File: src/rtl/id_ex_operand_stage.sv
// ID/EX pipeline register with RAW hazard bubbles and ALU operand delivery.
// Build option OPERAND_FWD_EN selects EX/MEM + MEM/WB forwarding; otherwise hazards are resolved by stalling.
module id_ex_operand_stage #(
    parameter int XLEN   = 32,
    parameter int REG_AW = 5
) (
    input  logic              clk,
    input  logic              rst,
    input  logic              id_valid,
    output logic              id_ready,
    input  logic [XLEN-1:0]   id_pc,
    input  logic [REG_AW-1:0] id_rs1_addr,
    input  logic [REG_AW-1:0] id_rs2_addr,
    input  logic              id_rs1_used,
    input  logic              id_rs2_used,
    input  logic [XLEN-1:0]   id_rs1_data,
    input  logic [XLEN-1:0]   id_rs2_data,
    input  logic [XLEN-1:0]   id_imm,
    input  logic              id_alu_src,
    input  logic [3:0]        id_alufn,
    input  logic [REG_AW-1:0] id_rd_addr,
    input  logic              id_reg_write,
    input  logic              id_mem_read,
    input  logic              id_mem_write,
    input  logic              flush,
    input  logic              ex_hold,
    input  logic [REG_AW-1:0] exm_rd_addr,
    input  logic              exm_reg_write,
    input  logic              exm_mem_read,
    input  logic [XLEN-1:0]   exm_result,
    input  logic [REG_AW-1:0] mwb_rd_addr,
    input  logic              mwb_reg_write,
    input  logic [XLEN-1:0]   mwb_data,
    output logic              ex_valid,
    output logic [XLEN-1:0]   ex_a,
    output logic [XLEN-1:0]   ex_b,
    output logic [4:0]        ex_shamt,
    output logic [3:0]        ex_alufn,
    output logic [XLEN-1:0]   ex_pc,
    output logic [XLEN-1:0]   ex_store_data,
    output logic [REG_AW-1:0] ex_rd_addr,
    output logic              ex_reg_write,
    output logic              ex_mem_read,
    output logic              ex_mem_write
);
    typedef enum logic {S_RUN = 1'b0, S_STALL = 1'b1} state_t;

    state_t            state, state_nxt;
    logic [1:0]        cnt, cnt_nxt;
    logic              hazard;
    logic [1:0]        bubbles;
    logic              load_bubble, load_id;
    logic              ex_rs1_used, ex_rs2_used, ex_alu_src;
    logic [REG_AW-1:0] ex_rs1_addr, ex_rs2_addr;
    logic [XLEN-1:0]   ex_rs1_data, ex_rs2_data, ex_imm;
    logic [XLEN-1:0]   fwd_rs1, fwd_rs2;

    // A write to x0 can never match because src must be non-zero.
    function automatic logic src_match(input logic [REG_AW-1:0] dst, input logic wen,
                                       input logic [REG_AW-1:0] src, input logic used);
        return wen && used && (src != '0) && (dst == src);
    endfunction

`ifdef OPERAND_FWD_EN
    always_comb begin
        hazard  = id_valid && ex_valid && ex_mem_read &&
                  (src_match(ex_rd_addr, ex_reg_write, id_rs1_addr, id_rs1_used) ||
                   src_match(ex_rd_addr, ex_reg_write, id_rs2_addr, id_rs2_used));
        bubbles = 2'd1;
    end

    // EX/MEM is younger than MEM/WB so it wins; a load in EX/MEM has no data yet.
    always_comb begin
        fwd_rs1 = ex_rs1_data;
        fwd_rs2 = ex_rs2_data;
        if (src_match(exm_rd_addr, exm_reg_write && !exm_mem_read, ex_rs1_addr, ex_rs1_used))
            fwd_rs1 = exm_result;
        else if (src_match(mwb_rd_addr, mwb_reg_write, ex_rs1_addr, ex_rs1_used))
            fwd_rs1 = mwb_data;
        if (src_match(exm_rd_addr, exm_reg_write && !exm_mem_read, ex_rs2_addr, ex_rs2_used))
            fwd_rs2 = exm_result;
        else if (src_match(mwb_rd_addr, mwb_reg_write, ex_rs2_addr, ex_rs2_used))
            fwd_rs2 = mwb_data;
    end
`else
    logic ex_hit, exm_hit;
    logic unused_fwd;

    always_comb begin
        ex_hit  = ex_valid &&
                  (src_match(ex_rd_addr, ex_reg_write, id_rs1_addr, id_rs1_used) ||
                   src_match(ex_rd_addr, ex_reg_write, id_rs2_addr, id_rs2_used));
        exm_hit = src_match(exm_rd_addr, exm_reg_write, id_rs1_addr, id_rs1_used) ||
                  src_match(exm_rd_addr, exm_reg_write, id_rs2_addr, id_rs2_used);
        hazard  = id_valid && (ex_hit || exm_hit);
        bubbles = ex_hit ? 2'd2 : 2'd1;
    end

    // MEM/WB is covered by the write-through regfile, so operands come straight from it.
    assign fwd_rs1    = ex_rs1_data;
    assign fwd_rs2    = ex_rs2_data;
    assign unused_fwd = ^{exm_mem_read, exm_result, mwb_rd_addr, mwb_reg_write, mwb_data,
                          ex_rs1_addr, ex_rs2_addr, ex_rs1_used, ex_rs2_used};
`endif

    always_comb begin
        state_nxt   = state;
        cnt_nxt     = cnt;
        load_bubble = 1'b0;
        load_id     = 1'b0;
        if (flush) begin
            state_nxt   = S_RUN;
            cnt_nxt     = 2'd0;
            load_bubble = 1'b1;
        end else if (ex_hold) begin
            state_nxt = state;
        end else if (state == S_STALL) begin
            load_bubble = 1'b1;
            cnt_nxt     = cnt - 2'd1;
            if (cnt <= 2'd1) state_nxt = S_RUN;
        end else if (hazard) begin
            // The first bubble goes in now; STALL only covers the remaining ones.
            load_bubble = 1'b1;
            cnt_nxt     = bubbles - 2'd1;
            if (bubbles > 2'd1) state_nxt = S_STALL;
        end else begin
            load_id = 1'b1;
        end
    end

    assign id_ready = ~rst & (flush | (~ex_hold & (state == S_RUN) & ~hazard));

    always_ff @(posedge clk) begin
        if (rst) begin
            state        <= S_RUN;
            cnt          <= 2'd0;
            ex_valid     <= 1'b0;
            ex_pc        <= '0;
            ex_rs1_addr  <= '0;
            ex_rs2_addr  <= '0;
            ex_rs1_used  <= 1'b0;
            ex_rs2_used  <= 1'b0;
            ex_rs1_data  <= '0;
            ex_rs2_data  <= '0;
            ex_imm       <= '0;
            ex_alu_src   <= 1'b0;
            ex_alufn     <= 4'd0;
            ex_rd_addr   <= '0;
            ex_reg_write <= 1'b0;
            ex_mem_read  <= 1'b0;
            ex_mem_write <= 1'b0;
        end else begin
            state <= state_nxt;
            cnt   <= cnt_nxt;
            if (load_bubble) begin
                ex_valid     <= 1'b0;
                ex_reg_write <= 1'b0;
                ex_mem_read  <= 1'b0;
                ex_mem_write <= 1'b0;
            end else if (load_id) begin
                ex_valid     <= id_valid;
                ex_pc        <= id_pc;
                ex_rs1_addr  <= id_rs1_addr;
                ex_rs2_addr  <= id_rs2_addr;
                ex_rs1_used  <= id_rs1_used;
                ex_rs2_used  <= id_rs2_used;
                ex_rs1_data  <= id_rs1_data;
                ex_rs2_data  <= id_rs2_data;
                ex_imm       <= id_imm;
                ex_alu_src   <= id_alu_src;
                ex_alufn     <= id_alufn;
                ex_rd_addr   <= id_rd_addr;
                ex_reg_write <= id_valid & id_reg_write;
                ex_mem_read  <= id_valid & id_mem_read;
                ex_mem_write <= id_valid & id_mem_write;
            end
        end
    end

    assign ex_a          = fwd_rs1;
    assign ex_b          = ex_alu_src ? ex_imm : fwd_rs2;
    assign ex_shamt      = ex_b[4:0];
    assign ex_store_data = fwd_rs2;
endmodule

File: config.mk
export PLATFORM = sky130hd
export DESIGN_NAME = id_ex_operand_stage
export DESIGN_NICKNAME = d
export VERILOG_FILES = /design/src/rtl/id_ex_operand_stage.sv
export SDC_FILE = /design/constraint.sdc
export NUM_CORES = 1
export LEC_CHECK = 0
export ABC_AREA = 1
export ABC_CLOCK_PERIOD_IN_PS = 1700
export CORE_AREA = 2 2 149 151
export DETAILED_ROUTE_END_ITERATION = 12
export DIE_AREA = 0 0 151 153
export PLACE_DENSITY = 0.69
export SLEW_MARGIN = 20
export SYNTH_ARGS = -nofsm -noshare
export SYNTH_HDL_FRONTEND = slang
export SYNTH_SLANG_ARGS = --single-unit
File: constraint.sdc
create_clock -name clk -period 1.7 [get_ports clk]
set_input_delay 0.17 -clock clk [delete_from_list [all_inputs] [get_ports clk]]
set_output_delay 0.17 -clock clk [all_outputs]
set_load 0.05 [all_outputs]
-- Yosys cells after proc, flatten, opt, wreduce, memory -nomap -nowiden
Cells that the tools add are included.
- add/sub/neg operators: 2
- order comparisons: 2
- eq/ne operators: 4
- muxes and demuxes: 16
- bitwise gates (word level): 12
- reductions and logical operators: 24
- operators with widths (operator ; count):
    $mux W32 ; 1
    $eq A5 B5 Y1 ; 4
    $logic_and A1 B1 Y1 ; 14
    $mux W1 ; 12
    $reduce_bool A5 Y1 ; 2
    $and A1 B1 Y1 ; 6
    $mux W2 ; 3
    $not A1 Y1 ; 5
    $reduce_and A2 Y1 ; 2
    $reduce_or A2 Y1 ; 2
    $sub A2 B1 Y2 const B ; 2
    $logic_or A1 B1 Y1 ; 3
    $gt A2 B1 Y1 const B ; 1
    $le A2 B1 Y1 const B ; 1
    $reduce_bool A2 Y1 ; 1
    $or A1 B1 Y1 ; 1
- flip-flop bits (word level): 145
- input port bits: 235
- output and inout port bits: 147

-- Longest topological paths before layout
Gate-level depths: netlist of run 1.
- depth after elaboration: 13
- mapped depth: 17
- gate-level depth less buffers: 16

-- Worst setup path before layout of run 1
No wires, ideal clock.
- path kind: register to output
- start: register ex_rd_addr[2]
- end: output port id_ready
- arrival time: 2.434 ns
- data required time: 1.530 ns
- path slack: -0.904 ns
- stages on the path, launching flop included: 14
- path buffers: 1
- cells stage by stage: dfxtp_1 inv_1 nand2_1 nand2_1 nand2_1 nor2_1 nand2_1 nand2_1 nand2_1 nand2_1 nand2_2 buf_1 nand2_1 a21oi_1
- cells in the longest elaborated chain, start to end: 10
- elaborated cells on any way between the ends: 12
- classes of those cells: eq/ne: 2; bitwise: 4; reduce/logical: 6
- ends and longest elaborated chain (what ; RTL line ; text):
    start: declaration ; 41 ; output logic [REG_AW-1:0] ex_rd_addr,
    start signal: assignment ; 172 ; ex_rd_addr <= id_rd_addr;
    $eq A5 B5 Y1 ; 61 ; return wen && used && (src != '0) && (dst == src);
    $logic_and A1 B1 Y1 ; 61 ;
    $logic_or A1 B1 Y1 * ; 91 ; (src_match(ex_rd_addr, ex_reg_write, id_rs1_addr, id_rs1_used) ||
    $logic_and A1 B1 Y1 * ; 90 ; ex_hit = ex_valid &&
    $logic_or A1 B1 Y1 * ; 95 ; hazard = id_valid && (ex_hit || exm_hit);
    $logic_and A1 B1 Y1 * ; 95 ;
    $not A1 Y1 * ; 131 ; assign id_ready = ~rst & (flush | (~ex_hold & (state == S_RUN) & ~hazard));
    $and A1 B1 Y1 * ; 131 ;
    $or A1 B1 Y1 * ; 131 ;
    $and A1 B1 Y1 * ; 131 ;
    end: declaration ; 10 ; output logic id_ready,
Every way passes the cells marked *; elsewhere a longest branch is shown, timed or not.

-- Worst setup path in the final report of run 1
- start: register ex_rd_addr[3]
- end: output port id_ready
The elaborated chain is that of the path after synthesis.

==> results by group, run 1 <==
Die
  – Die width: 151 µm
  – Core Rows: 54
  – Die Span Y: 153 µm
  – Initial Util: 29.8%
  – I/O Pins: 382
  – Core area: 21,500 µm²
  – Die area: 23,100 µm²

Synthesis
  – Top-area cell type share of the netlist area: 45.4%
  – Predominant post-synthesis flop cell: dfxtp_1
  – Synth area leaders: dfxtp_1 45%, nand2_1 16%, nand4_1 10%
  – Avg Cell Area, Syn: 6.91 µm²
  – Mapped Area: 6400 µm²
  – Async set-reset flop share out of synthesis: 0%
  – Post-Synth Simple-Gate Area: 33.0%
  – Most common library cells after synthesis: 276 x nand2_1, 145 x dfxtp_1, 110 x a21oi_1, 106 x nand4_1, 94 x nor2_1
  – Combinational family with the most area after synthesis: simple AND/OR/NAND/NOR gates
  – Register area share after synthesis: 45.4%
  – Most common cell in the netlist: nand2_1
  – Compound-Gate Fraction of Synth Area: 11.7%
  – EDFF count, synth: 0
  – Multiplexer area fraction after synthesis: 0%
  – Post-synthesis instance total: 925
  – Post-Syn Nets: 1,161
  – Most area-hungry cell type in the Yosys netlist: dfxtp_1
  – Synthesized flop and latch total: 145
  – Xor/xnor cell area share of the yosys netlist: 0.274%
  – Synth unique cells: 22
  – Post-Synth Adder-Cell Area: 0.196%
  – Synth warnings: 0

Clocking
  – CTS root buf: clkbuf_16
  – Clock Sinks: 145
  – CTS tree: built
  – CTS Hold Bufs: 0
  – Clock Latency Late Sink: 0.41 ns
  – TritonCTS buffer count: 17
  – CTS clk-pin slew, worst paths: 0.06 ns
  – Htree depth: 4
  – Clock Tree Buf Depth: 2

GRT
  – Vias in the first global route: 7,084
  – Largest net degree at the start of global routing: 64
  – First-pass GRT wire length: 37.9 mm
  – Gr usage total: 20.7%
  – Grt ovf: 0
  – Initial antenna violation count: 0

Cells and area
  – Layout Cells excl Fill: 1,539
  – Finished Cell Area: 11,700 µm²
  – Fill count: 1,996
  – Final nets: 1,482
  – Area Growth Syn to Fin: 83.1%
  – Diodes inserted: 0
  – Share of cells above drive strength 1: 19.9%

Min path
  – Worst hold path class: input port to flop

Worst setup path
  – Most frequent CP cell: nand2_1
  – Crit end category: output port
  – CP peak stage delay: 0.36 ns
  – CP Class: flop to output port
  – Crit path max-delay cell type: dfxtp_4
  – Worst Path Arrival: 1.81 ns
  – Critical path cell sequence: inv_4 -> nand2_1 -> nand2_1 -> inv_2 -> nand2_2 -> nor2_1 -> nand2_1 -> nand2_1 -> nand2_2 -> nand2_2 -> nand2_4 -> buf_6 -> nand2_4 -> a21oi_4 -> buf_12
  – Element type at the critical path start: flop
  – Max Fanout on Critical Path: 4
  – CP Data Required Time: 1.53 ns

STA
  – Slew headroom: 65.4%
  – RSZ-0062 raised after global routing: yes
  – Period utilisation layout: 117%
  – Fin. Hold Viols: 0
  – # setup viols final: 141
  – Period minus WS final: 1.98 ns
  – Slew @ Worst Pin: 0.521 ns
  – Final slew viol count: 0
  – Setup ws final: -0.281 ns
  – Setup Skew: 0.0105 ns
  – Max Freq: 505 MHz

Routing
  – Vias per cell: 4.81
  – DRT iter0 DRCs: 358
  – Vias: 7,401
  – Final ANT Viol Nets: 0
  – Post-Route WL: 24.5 mm
  – DR WL/cell: 15.9 µm
  – DRC errors left: 0
  – First-pass iteration count of the detailed router: 4

Power and ir drop
  – Worst VDD drop: 0.613 mV
  – LEAKAGE: 5.34 nW
  – Power per cell area: 862 nW/µm²

Outcome
  – Status: finished with violations
  – Failing checks: negative setup slack

Placed design
  – Placed instance area: 10,300 µm²
  – Number of I/O port buffers: 310
  – Gpl congestion: 0.834
  – Dpl cells: 1,475
  – Hpwl dp: 16.0 mm

Job
  – Max Cap Viol: 0
state kept, by name, indices dropped and copies added, names as in the netlist:
| name | flops |
|---|---|
| cnt | 2 |
| ex_a | 32 |
| ex_alu_src | 1 |
| ex_alufn | 4 |
| ex_imm | 32 |
| ex_mem_read | 1 |
| ex_mem_write | 1 |
| ex_pc | 32 |
| ex_rd_addr | 5 |
| ex_reg_write | 1 |
| ex_store_data | 32 |
| ex_valid | 1 |
| state | 1 |
per-stage QoR:
step	util [%]	hold slack (ns)	TNS (ns)	power [mW]	worst slack [ns]
finish	54.5	0.109	-26.06	10.1	-0.281
global route	54.5	0.109	-45.12	10.5	-0.410
CTS	53.8	0.0787	-36.21	10.2	-0.321
detailed placement	48.1	0.451	-60.90	6.22	-0.478
global placement	48.1	0.446	-58.59	6.21	-0.445
floorplan	-	0.304	-1.57	5.04	-0.292
critical path, delay by kind of cell (launching register included):
family / cells / cell delay [ns]
AND/OR/NAND/NOR: 10 / 0.54
AO/OA/AOI/OAI: 1 / 0.13
buffers and inverters: 4 / 0.34
flip-flops: 1 / 0.36
placed cells by master, fill, tap and decap left out, drive strengths merged:
master         synthesis  layout
dlymetal6s2s           0      18
bufinv                 0       2
clkbuf                47      20
clkdlybuf4s50          0     159
o21bai                 1       1
clkinvlp               0       1
nor2                  94      94
clkinv                 1       8
xnor2                  1       1
dfxtp                145     145
nand4                106     106
a21oi                110     110
buf                   32     141
bufbuf                 0       5
o21ai                 38      38
inv                   62      64
ha                     1       1
nand3                  9       9
nand2                277     277
xor2                   1       1
dlygate4sd2            0      58
per-layer routing:
metal	vias to the layer above	global-route usage, %	share of wire (%)
met2	258	35.2	49
met3	29	5.61	8.2
li1	3684	-	-
met5	-	0	0
met4	0	6.32	1.9
met1	3430	25.5	41
final timing paths:
kind	start	end	slack (ns)	depth (start not counted)
max	ex_rd_addr[3]	id_ready	-0.28	15
min	rst	ex_alu_src	0.11	2
max reg2reg	ex_rd_addr[3]	ex_store_data[26]	-0.26	19
min reg2reg	ex_a[26]	ex_a[26]	0.45	2
layout make-up:
| class | instances | area (µm²) | share of cell area, % |
|---|---|---|---|
| repair buffers | 381 | 4530 | 38.6 |
| multi-input cells | 638 | 3090 | 26.4 |
| flip-flops and latches | 145 | 2930 | 25.0 |
| clock buffers | 20 | 447 | 3.81 |
| well taps | 280 | 350 | 2.99 |
| inverters | 63 | 240 | 2.05 |
| clock inverters | 12 | 131 | 1.12 |
report_power, final:
part	total, mW	internal, mW	switching, mW
registers	3.67	3.57	0.0973
logic	2.67	1.18	1.49
clock network	3.76	2.21	1.55
total	10.1	6.96	3.14
cell families after synthesis:
kind of cell               Yosys count
AOI/OAI and AO/OA                  149
xor gates and xnor gates             2
adders and majority gates            1
buffers and inverters              142
DFF                                145
and+or+nand+nor                    486
repair_timing:
| action | CTS | global route |
|---|---|---|
| gates cloned | 16 | 0 |
| gates resized for setup | 87 | 76 |
| buffers inserted | 15 | 6 |
| endpoints found under the setup margin | 242 | 160 |
| pin swaps | 5 | 14 |
No activity file was read; power rests on OpenSTA's default activity.
==> run 2, diff against run 1 <==
--- a/config.mk
+++ b/config.mk
@@ -8,6 +8,7 @@
 export ABC_AREA = 1
 export ABC_CLOCK_PERIOD_IN_PS = 1700
 export CORE_AREA = 2 2 149 151
+export CTS_BUF_LIST = sky130_fd_sc_hd__clkbuf_16
 export DETAILED_ROUTE_END_ITERATION = 12
 export DIE_AREA = 0 0 151 153
 export PLACE_DENSITY = 0.69
==> run 2 against run 1 <==
  * The flow still finishes with violations (negative setup slack)
  * Worst hold slack improved by 0.0012 ns
  * Critical path type unchanged
  * Largest cell class unchanged
  * Sequential share of layout area is 0.30 points higher
  * Combinational power down 1%
  * Design area decreased by 1.2%
==> results by group, run 2 (same netlist as run 1, synthesis figures left out) <==
Outcome
  – Status: finished with violations (unchanged)
  – Failing checks: negative setup slack (unchanged)

Power and ir drop
  – Internal power component: 6.87 mW (was 6.96 mW)
  – Logic pwr share: 26.3% (was 26.5%)
  – LEAKAGE: 5.14 nW (was 5.34 nW)
  – Net Sw Frac: 31.3% (was 31.1%)
  – Part of the power in the clock network: 37.0% (was 37.2%)
  – Worst VDD drop: 0.612 mV (was 0.613 mV)
  – Total power: 9.99 mW (was 10.1 mW)
  – Switching power: 3.12 mW (was 3.14 mW)
  – Reg power frac: 36.7% (was 36.3%)
  – Power per cell area: 863 nW/µm² (was 862 nW/µm²)

Job
  – Max Cap Viol: 0 (unchanged)

Die
  – Die Span Y: 153 µm (unchanged)
  – Die width: 151 µm (unchanged)
  – Die area: 23,100 µm² (unchanged)
  – Initial Util: 29.8% (unchanged)
  – Core area: 21,500 µm² (unchanged)
  – I/O Pins: 382 (unchanged)
  – Core Rows: 54 (unchanged)

STA
  – # setup viols final: 142 (was 141)
  – Setup ws final: -0.302 ns (was -0.281 ns)
  – Setup Skew: 0.0108 ns (was 0.0105 ns)
  – Final slew viol count: 0 (unchanged)
  – Period minus WS final: 2.00 ns (was 1.98 ns)
  – Worst hold slack: 0.110 ns (was 0.109 ns)
  – Slew @ Worst Pin: 0.519 ns (was 0.521 ns)
  – RSZ-0062 raised after global routing: yes (unchanged)
  – Max Freq: 499 MHz (was 505 MHz)
  – Fin. Hold Viols: 0 (unchanged)
  – Slew headroom: 65.5% (was 65.4%)
  – Period utilisation layout: 118% (was 117%)

GRT
  – Largest net degree at the start of global routing: 64 (unchanged)
  – Grt ovf: 0 (unchanged)
  – Vias in the first global route: 7,068 (was 7,084)
  – First-pass GRT wire length: 37.8 mm (was 37.9 mm)
  – Gr usage total: 20.6% (was 20.7%)
  – Initial antenna violation count: 0 (unchanged)

Worst setup path
  – CP Data Required Time: 1.53 ns (about the same)
  – Crit path from: ex_rd_addr[3] (unchanged)
  – Worst Path Arrival: 1.83 ns (was 1.81 ns)
  – Max Fanout on Critical Path: 4 (unchanged)
  – Crit end category: output port (unchanged)
  – CP Class: flop to output port (unchanged)
  – FF-to-FF path depth: 16 (was 19)
  – Element type at the critical path start: flop (unchanged)
  – Reg2reg start: ex_rd_addr[1] (was ex_rd_addr[3])

Clocking
  – Clock Latency Late Sink: 0.41 ns (about the same)
  – CTS tree: built (unchanged)
  – Htree depth: 4 (unchanged)
  – CTS root buf: clkbuf_16 (unchanged)
  – Clock Tree Buf Depth: 2 (unchanged)
  – CTS Hold Bufs: 0 (unchanged)
  – CTS clk-pin slew, worst paths: 0.06 ns (about the same)
  – TritonCTS buffer count: 17 (unchanged)
  – Clock Sinks: 145 (unchanged)

Cells and area
  – Area Growth Syn to Fin: 81.0% (was 83.1%)
  – Commonest non-fill, non-tap cell in the layout: nand2_1 (unchanged)
  – Most frequent cells in the layout: 263 x nand2_1, 157 x clkdlybuf4s50_1, 138 x dfxtp_1, 106 x a21oi_1, 106 x nand4_1 (was 261 x nand2_1, 159 x clkdlybuf4s50_1, 138 x dfxtp_1, 106 x nand4_1, 104 x a21oi_1)
  – Finished Cell Area: 11,600 µm² (was 11,700 µm²)
  – Share of cells above drive strength 1: 19.2% (was 19.9%)
  – Layout Cells excl Fill: 1,538 (was 1,539)
  – Diodes inserted: 0 (unchanged)
  – Fill count: 2,014 (was 1,996)
  – Final nets: 1,481 (was 1,482)

Placed design
  – Dpl cells: 1,475 (unchanged)
  – DP Worst Slack: -0.478 ns (unchanged)
  – Gpl congestion: 0.834 (unchanged)
  – Hpwl dp: 16.0 mm (unchanged)
  – Placed instance area: 10,300 µm² (unchanged)
  – Number of I/O port buffers: 310 (unchanged)

Min path
  – Hold Startpoint: rst (unchanged)
  – Worst hold path class: input port to flop (unchanged)
  – Worst Hold Path Cells: 2 (unchanged)

Routing
  – Vias: 7,380 (was 7,401)
  – DRT iter0 DRCs: 340 (was 358)
  – First-pass iteration count of the detailed router: 5 (was 4)
  – DR WL/cell: 15.9 µm (about the same)
  – Post-Route WL: 24.5 mm (about the same)
  – DRC errors left: 0 (unchanged)
  – Final ANT Viol Nets: 0 (unchanged)
  – Vias per cell: 4.80 (was 4.81)
[run 2: power groups by stage]
stage	registers (mW)	logic (mW)	clock network, mW
floorplan	4.20	0.841	0
global placement	3.74	2.47	0
detailed placement	3.74	2.48	0
CTS	3.66	2.60	3.79
global route	3.69	2.79	3.93
finish	3.67	2.63	3.69
[run 2: routing by layer]
metal | vias up | GRT usage [%] | wire length [µm]
li1 | 3686 | - | -
met1 | 3398 | 25.2 | 10000
met2 | 268 | 35.1 | 12100
met3 | 28 | 5.94 | 1940
met4 | 0 | 6.05 | 451
met5 | - | 0 | 0
[run 2: final cells by class]
| class | instances | area [µm²] | area share [%] |
|---|---|---|---|
| clock inverters | 15 | 143 | 1.23 |
| inverters | 63 | 240 | 2.08 |
| repair buffers | 380 | 4420 | 38.2 |
| multi-input cells | 638 | 3070 | 26.5 |
| clock buffers | 17 | 425 | 3.68 |
| well taps | 280 | 350 | 3.03 |
| flip-flops and latches | 145 | 2930 | 25.3 |
[run 2: metrics by stage]
stage | setup TNS [ns] | util (%)
after floorplan | -1.57 | -
after global placement | -58.59 | 48.1
after detailed placement | -60.90 | 48.1
after CTS | -32.13 | 53.1
after global routing | -46.76 | 53.9
final | -27.05 | 53.9
[run 2: path summary, 6_finish.rpt]
kind	endpoint	slack, ns
worst max-delay path	id_ready	-0.30
worst min-delay path	ex_imm[30]	0.11
worst max register to register	ex_pc[16]	-0.29
worst min register to register	ex_alufn[3]	0.46
[run 2: worst max-delay path: stages, from the launching register on]
cell and delay, ns:
dfxtp_4 0.36, inv_4 0.06, nand2_1 0.04, nand2_1 0.07
inv_2 0.04, nand2_2 0.04, nor2_1 0.03, nand2_1 0.06
nand2_1 0.07, nand2_2 0.07, nand2_2 0.06, nand2_4 0.07
buf_6 0.10, nand2_4 0.04, a21oi_4 0.16, buf_12 0.15
[run 2: repair_timing]
| action | 4_1_cts | 5_1_grt |
|---|---|---|
| setup buffers | 14 | 6 |
| pin swaps | 5 | 12 |
| gates cloned | 13 | 2 |
| resized for setup | 103 | 54 |
| endpoints found under the setup margin | 242 | 145 |
